<file path="src/rtl/sub_serial_slice_pkg.sv">
// Shared types and sizing helpers for the serial-slice subtractor.
package sub_serial_pkg;

  typedef enum logic [1:0] {
    IDLE = 2'd0,
    RUN  = 2'd1,
    DONE = 2'd2
  } state_e;

  localparam int DEF_WIDTH = 32;
  localparam int DEF_SLICE = 4;

  // Number of slices needed to cover the operand width.
  function automatic int calc_nslice(input int width, input int slice);
    return width / slice;
  endfunction

  // Slice counter width; kept at least one bit so a single-slice build still has a counter.
  function automatic int calc_cnt_w(input int nslice);
    return (nslice > 1) ? $clog2(nslice) : 1;
  endfunction

endpackage

</file>
<file path="src/rtl/sub_serial_slice_if.sv">
// Operand/result handshake bundle for sub_serial_slice.
// Build option SUB_SERIAL_SLICE_ADD_MODE_EN adds the op signal (0 = subtract, 1 = add).
interface sub_serial_slice_if #(
  parameter int WIDTH = 32
);
  logic             in_valid;
  logic             in_ready;
  logic [WIDTH-1:0] a;
  logic [WIDTH-1:0] b;
`ifdef SUB_SERIAL_SLICE_ADD_MODE_EN
  logic             op;
`endif
  logic             out_valid;
  logic             out_ready;
  logic [WIDTH-1:0] diff;
  logic             borrow_out;
  logic             overflow;
  logic             zero;

  modport master (
`ifdef SUB_SERIAL_SLICE_ADD_MODE_EN
    output op,
`endif
    output in_valid, a, b, out_ready,
    input  in_ready, out_valid, diff, borrow_out, overflow, zero
  );

  modport slave (
`ifdef SUB_SERIAL_SLICE_ADD_MODE_EN
    input  op,
`endif
    input  in_valid, a, b, out_ready,
    output in_ready, out_valid, diff, borrow_out, overflow, zero
  );

endinterface

</file>
<file path="src/rtl/sub_serial_slice_slice_sub4.sv">
// One combinational slice: res = a + ~b + cin, with carry-out.
module slice_sub4 #(
  parameter int SLICE = 4
) (
  input  logic [SLICE-1:0] a_i,
  input  logic [SLICE-1:0] b_i,
  input  logic             cin_i,
  output logic [SLICE-1:0] res_o,
  output logic             cout_o
);

  assign {cout_o, res_o} = {1'b0, a_i} + {1'b0, ~b_i} + {{SLICE{1'b0}}, cin_i};

endmodule

</file>
<file path="src/rtl/sub_serial_slice.sv">
// Multi-cycle a - b, one SLICE-bit slice per clock, LSB first, registered carry chain.
// Build option SUB_SERIAL_SLICE_ADD_MODE_EN adds an add operation selected by bus.op.
// WIDTH must be an integer multiple of SLICE.
module sub_serial_slice
  import sub_serial_pkg::*;
#(
  parameter int WIDTH = DEF_WIDTH,
  parameter int SLICE = DEF_SLICE
) (
  input  logic                clk,
  input  logic                rst,
  sub_serial_slice_if.slave   bus
);

  localparam int NSLICE = calc_nslice(WIDTH, SLICE);
  localparam int CNT_W  = calc_cnt_w(NSLICE);
  localparam logic [CNT_W-1:0] CNT_LAST = CNT_W'(NSLICE - 1);

  state_e             state_q, state_d;
  logic [WIDTH-1:0]   a_q, a_d;
  logic [WIDTH-1:0]   b_q, b_d;
  logic [CNT_W-1:0]   cnt_q, cnt_d;
  logic               carry_q, carry_d;
  logic [WIDTH-1:0]   diff_q, diff_d;
  logic               borrow_q, borrow_d;
  logic               ovf_q, ovf_d;
  logic               zero_q, zero_d;

  logic [SLICE-1:0]   sl_a;
  logic [SLICE-1:0]   sl_b;
  logic [SLICE-1:0]   sl_res;
  logic               sl_cout;
  logic               carry_init;
  logic               borrow_fin;
  logic               ovf_fin;

`ifdef SUB_SERIAL_SLICE_ADD_MODE_EN
  logic               op_q, op_d;

  // The slice always inverts b, so pre-inverting it turns the subtractor into an adder.
  assign sl_b       = op_q ? ~b_q[cnt_q*SLICE +: SLICE] : b_q[cnt_q*SLICE +: SLICE];
  assign carry_init = ~bus.op;
  assign borrow_fin = op_q ? sl_cout : ~sl_cout;
  assign ovf_fin    = op_q ? ((a_q[WIDTH-1] == b_q[WIDTH-1]) & (diff_d[WIDTH-1] != a_q[WIDTH-1]))
                           : ((a_q[WIDTH-1] != b_q[WIDTH-1]) & (diff_d[WIDTH-1] != a_q[WIDTH-1]));
`else
  assign sl_b       = b_q[cnt_q*SLICE +: SLICE];
  assign carry_init = 1'b1;
  assign borrow_fin = ~sl_cout;
  assign ovf_fin    = (a_q[WIDTH-1] != b_q[WIDTH-1]) & (diff_d[WIDTH-1] != a_q[WIDTH-1]);
`endif

  assign sl_a = a_q[cnt_q*SLICE +: SLICE];

  slice_sub4 #(
    .SLICE (SLICE)
  ) u_slice (
    .a_i    (sl_a),
    .b_i    (sl_b),
    .cin_i  (carry_q),
    .res_o  (sl_res),
    .cout_o (sl_cout)
  );

  // State register.
  always_ff @(posedge clk or posedge rst) begin
    if (rst) begin
      state_q <= IDLE;
    end else begin
      state_q <= state_d;
    end
  end

  // Operand, counter, carry and result registers.
  always_ff @(posedge clk or posedge rst) begin
    if (rst) begin
      a_q      <= '0;
      b_q      <= '0;
      cnt_q    <= '0;
      carry_q  <= 1'b1;
      diff_q   <= '0;
      borrow_q <= 1'b0;
      ovf_q    <= 1'b0;
      zero_q   <= 1'b0;
`ifdef SUB_SERIAL_SLICE_ADD_MODE_EN
      op_q     <= 1'b0;
`endif
    end else begin
      a_q      <= a_d;
      b_q      <= b_d;
      cnt_q    <= cnt_d;
      carry_q  <= carry_d;
      diff_q   <= diff_d;
      borrow_q <= borrow_d;
      ovf_q    <= ovf_d;
      zero_q   <= zero_d;
`ifdef SUB_SERIAL_SLICE_ADD_MODE_EN
      op_q     <= op_d;
`endif
    end
  end

  // Next-state, datapath updates and handshake outputs.
  always_comb begin
    state_d       = state_q;
    a_d           = a_q;
    b_d           = b_q;
    cnt_d         = cnt_q;
    carry_d       = carry_q;
    diff_d        = diff_q;
    borrow_d      = borrow_q;
    ovf_d         = ovf_q;
    zero_d        = zero_q;
`ifdef SUB_SERIAL_SLICE_ADD_MODE_EN
    op_d          = op_q;
`endif
    bus.in_ready  = 1'b0;
    bus.out_valid = 1'b0;

    case (state_q)
      IDLE: begin
        bus.in_ready = 1'b1;
        if (bus.in_valid) begin
          a_d     = bus.a;
          b_d     = bus.b;
          cnt_d   = '0;
          carry_d = carry_init;
`ifdef SUB_SERIAL_SLICE_ADD_MODE_EN
          op_d    = bus.op;
`endif
          state_d = RUN;
        end
      end
      RUN: begin
        diff_d[cnt_q*SLICE +: SLICE] = sl_res;
        carry_d = sl_cout;
        cnt_d   = cnt_q + 1'b1;
        if (cnt_q == CNT_LAST) begin
          borrow_d = borrow_fin;
          ovf_d    = ovf_fin;
          zero_d   = (diff_d == '0);
          state_d  = DONE;
        end
      end
      DONE: begin
        bus.out_valid = 1'b1;
        if (bus.out_ready) begin
          state_d = IDLE;
        end
      end
      default: begin
        state_d = IDLE;
      end
    endcase
  end

  assign bus.diff       = diff_q;
  assign bus.borrow_out = borrow_q;
  assign bus.overflow   = ovf_q;
  assign bus.zero       = zero_q;

endmodule
</file>
<file path="src/flat_wrapper.sv">
// flat-port wrapper written by rule: the top's interface ports become plain ports
module sub_serial_slice_flat import sub_serial_pkg::*;
#(
  parameter int WIDTH = DEF_WIDTH,
  parameter int SLICE = DEF_SLICE
)
  (clk, rst, bus_in_valid, bus_a, bus_b, bus_out_ready, bus_in_ready, bus_out_valid, bus_diff, bus_borrow_out, bus_overflow, bus_zero);
  sub_serial_slice_if #(.WIDTH(WIDTH)) bus_i ();
  input  logic clk;
  input  logic rst;
  input wire logic [$bits(bus_i.in_valid)-1:0] bus_in_valid;
  input wire logic [$bits(bus_i.a)-1:0] bus_a;
  input wire logic [$bits(bus_i.b)-1:0] bus_b;
  input wire logic [$bits(bus_i.out_ready)-1:0] bus_out_ready;
  output wire logic [$bits(bus_i.in_ready)-1:0] bus_in_ready;
  output wire logic [$bits(bus_i.out_valid)-1:0] bus_out_valid;
  output wire logic [$bits(bus_i.diff)-1:0] bus_diff;
  output wire logic [$bits(bus_i.borrow_out)-1:0] bus_borrow_out;
  output wire logic [$bits(bus_i.overflow)-1:0] bus_overflow;
  output wire logic [$bits(bus_i.zero)-1:0] bus_zero;
  assign bus_i.in_valid = bus_in_valid;
  assign bus_i.a = bus_a;
  assign bus_i.b = bus_b;
  assign bus_i.out_ready = bus_out_ready;
  assign bus_in_ready = bus_i.in_ready;
  assign bus_out_valid = bus_i.out_valid;
  assign bus_diff = bus_i.diff;
  assign bus_borrow_out = bus_i.borrow_out;
  assign bus_overflow = bus_i.overflow;
  assign bus_zero = bus_i.zero;
  sub_serial_slice #(.WIDTH(WIDTH), .SLICE(SLICE)) u_core (.clk(clk), .rst(rst), .bus(bus_i));
endmodule
</file>
<file path="config.mk">
export PLATFORM = sky130hd
export DESIGN_NAME = sub_serial_slice_flat
export DESIGN_NICKNAME = d
export VERILOG_FILES = /design/src/rtl/sub_serial_slice_pkg.sv /design/src/rtl/sub_serial_slice_if.sv /design/src/rtl/sub_serial_slice_slice_sub4.sv /design/src/rtl/sub_serial_slice.sv /design/src/flat_wrapper.sv
export SDC_FILE = /design/constraint.sdc
export NUM_CORES = 1
export LEC_CHECK = 0
export ABC_AREA = 0
export BUFFER_PORTS_ARGS = -buffer_cell sky130_fd_sc_hd__clkbuf_2
export CORE_MARGIN = 1.5
export CORE_UTILIZATION = 55
export CTS_CLUSTER_DIAMETER = 60
export CTS_CLUSTER_SIZE = 28
export DETAILED_ROUTE_END_ITERATION = 6
export PLACE_DENSITY = 0.8
export SYNTH_ARGS = -nofsm -noshare
export SYNTH_HDL_FRONTEND = slang
export SYNTH_SLANG_ARGS = --single-unit
</file>
<file path="constraint.sdc">
create_clock -name clk -period 4.9 [get_ports clk]
set_clock_uncertainty 0.2 [all_clocks]
set_input_delay 0.98 -clock clk [delete_from_list [all_inputs] [get_ports clk]]
set_output_delay 0.98 -clock clk [all_outputs]
set_load 0.05 [all_outputs]
</file>
==> key figures <==
Outcome
  – Status: complete, no violations

Clock tree
  – CTS tree: built
  – Clk Latency, worst-skew pair: 0.37 ns
  – H-Tree Level Count: 3
  – Post-CTS setup buffers: 0
  – Clock tree buffer depth: 2
  – Root buf cell: clkbuf_8
  – Num CTS Buffers: 9
  – Hold bufs inserted after CTS: 0
  – Clk sinks: 105
  – Post-cts sizing count: 0
  – Reg clk slew, reported paths: around 0.1 ns

Logic synthesis
  – EDFF count, synth: 0
  – Post-synthesis sequential area ratio: 51.0%
  – Post-Synthesis Cells: roughly 550
  – Syn. warnings: 0
  – Synth cell types: 50
  – Cell with the most instances after synthesis: nand2_1
  – Area contributors post-synth: dfrtp_1, nand2_1, mux4_2
  – Share of flip-flops with an asynchronous set or reset: 100%
  – Synth top area share: 50.4%
  – Commonest cells post-synth: nand2_1, dfrtp_1, o21ai_0
  – Synth area leader: dfrtp_1
  – Flops & latches, synth: between 100 and 150
  – Synth Flop Type: dfrtp_1
  – Synth Area per Inst: 9.35 um^2
  – Syn_nets: 632
  – Post-Syn Area: between 5000 and 6000 um^2

Layout
  – Ratio of cells with drive above 1 in the final layout: 26.0%
  – Final core utilization: 65.0%
  – Sequential Area: 2630 um^2
  – Multi-input logic area: 2380 um^2
  – Finished Cell Area: about 5900 um^2
  – Layout Nets: 725
  – Layout fillers: 799
  – Antenna fix cells: 0
  – Area delta synth->final: 15.3%

Timing
  – Actual slew at the worst max-slew pin: 1.07 ns
  – Final setup margin: roughly 0.62 ns
  – RSZ-0062 raised after global routing: no
  – Fin crit share: 87.4%
  – Fmax: roughly 230 MHz
  – Final Hold Vio Count: 0
  – Final setup vio count: 0
  – TNS Setup: 0 ns
  – Max_slew headroom: roughly 28%
  – Slew Limit Fails: 0
  – Min Tclk post-route: 4.28 ns

Global routing
  – Largest net degree at the start of global routing: 78
  – Initial antenna violation count: 0
  – Gr usage total: approximately a quarter
  – Global-route wire length before repair: about 20,000 um
  – Vias in the first global route: 4,125
  – GRT overflow: 0

Worst setup path
  – Delay of the slowest critical-path stage: 0.87 ns
  – Crit path buf inv count: 1
  – CP Launch Type: flop
  – Worst path top cell family by delay: simple AND/OR/NAND/NOR gates
  – Critical-path cell list: mux4_2 -> nand2_1 -> nand2_1 -> fa_1 -> inv_1 -> fa_1 -> nor2b_1 -> nand2_1 -> nor2_2 -> o22ai_1 -> or4b_1 -> o31ai_2
  – CP Data Arrival Time: 4.36 ns
  – R2R setup slack: 0.62 ns
  – Critical path startpoint: u_core.cnt_q[0]
  – Slowest cell on the critical path: dfrtp_1
  – Worst path most repeated cell: nand2_1
  – Worst setup path category: flop to flop
  – R2r endpoint: u_core.bus.zero
  – Reg2reg path depth: 12
  – Worst Setup End Kind: flop
  – CP Data Required Time: 4.98 ns
  – Crit path max fanout: 15
  – Reg2reg start: u_core.cnt_q[0]

Worst hold path
  – Hold depth: 2
  – Hold Startpoint: u_core.b_q[25]
  – Hold crit path type: flop to flop
  – Hold path endpoint: u_core.b_q[25]

Place
  – DP HPWL: 8920 um
  – Placed instance area: 5760 um^2
  – Port-buffer cells: around 100
  – Place WS: 0.597 ns
  – GPL Wtd Cong: 0.885

Routing
  – DR vias: 4,169
  – Drt drc: 0
  – WL/cell: 15.8 um
  – Final antenna-violating net count: 0
  – Detailed Route WL: 12,000 um
  – Initial DRC count: 191
  – DRT Pass-1 Iters: 5
  – Vias per cell: 5.49

Floorplan
  – Die H: 99.8 um
  – Row cnt: 35
  – Core Area: 9150 um^2
  – Initial core utilization: 56.4%
  – Die Wd: 99.8 um
  – IO Count: around 110
  – Die Footprint: 9970 um^2

Run
  – Max-Cap Viols: 0
==> worst register-to-register path, cell delays in order (launching register included) <==
cell and delay, ns:
dfrtp_1 0.87, mux4_2 0.59, nand2_1 0.08, nand2_1 0.07
fa_1 0.40, inv_1 0.08, fa_1 0.52, nor2b_1 0.29
nand2_1 0.12, nor2_2 0.11, o22ai_1 0.09, or4b_1 0.55
o31ai_2 0.21
==> per-stage QoR <==
step           hold slack (ns)  cells
5_1_grt                  0.308    760
3_3_place_gp             0.254    745
3_5_place_dp             0.260    745
4_1_cts                  0.285    760
6_report                 0.285    760
2_1_floorplan            0.240    552
==> metal layers <==
metal	part of all wire, %	global-route usage [%]	wire (um)
met1	45	35.1	5410
met2	49	43.1	5900
met3	4.7	4.18	571
met4	1.3	6.83	161
met5	0	0	0
==> how the worst max path moves through the flow <==
stage	to	cells past startpoint	slack [ns]
after floorplan	u_core.bus.zero	13	0.63
after global placement	u_core.bus.zero	12	0.69
after detailed placement	u_core.bus.zero	12	0.60
after CTS	u_core.bus.zero	12	0.57
after global routing	u_core.bus.zero	12	0.26
final	u_core.bus.zero	12	0.62
==> state kept, by name (all words and copies together) (netlist names) <==
name,count
u_core.a_q,32
u_core.state_q,2
u_core.carry_q,1
u_core.bus.diff,32
u_core.bus.zero,1
u_core.cnt_q,3
u_core.b_q,32
u_core.bus.overflow,1
u_core.bus.borrow_out,1
==> cells by family (layout without fill, tap and decap cells) <==
logic type / Yosys count / in the layout / share of synthesized area, %
flip-flops: 105 / 105 / 51.0
AO/OA/AOI/OAI: 57 / 57 / 6.99
buffers and inverters: 38 / 135 / 2.98
AND/OR/NAND/NOR: 303 / 303 / 24.5
multiplexers: 35 / 35 / 11.0
XOR/XNOR: 2 / 2 / 0.340
adder cells (fa/ha/maj): 12 / 12 / 3.20
==> layout make-up <==
class                   count  area share, %
inverters                   9          0.610
flip-flops and latches    105           44.2
repair buffers            111           9.64
clock inverters             5           1.05
clock buffers              10           2.15
multi-input cells         409           40.0
well taps                 111           2.34
==> layout by cell type (no fill, tap or decap), types with 2 or more instances in the layout <==
cell type / n
a21o_1: 2
a21oi_1: 6
buf_4: 7
clkbuf_2: 104
clkbuf_8: 9
clkinvlp_4: 2
dfrtp_1: 104
fa_1: 2
ha_1: 10
inv_1: 7
inv_6: 2
mux2_2: 13
mux2i_1: 6
mux4_2: 16
nand2_1: 240
nand2b_1: 6
nand3_1: 6
nand3b_1: 2
nor2_1: 17
nor2b_1: 3
nor3_1: 6
nor3b_1: 4
nor4_1: 3
o21ai_0: 26
o311ai_0: 2
o31ai_1: 9
or2_2: 4
or3_1: 2
or3b_2: 2
xnor2_1: 2
Power is left out: the tool's default activity adds up to more than one toggle a clock period on the data nets, which glitch-free logic cannot reach.
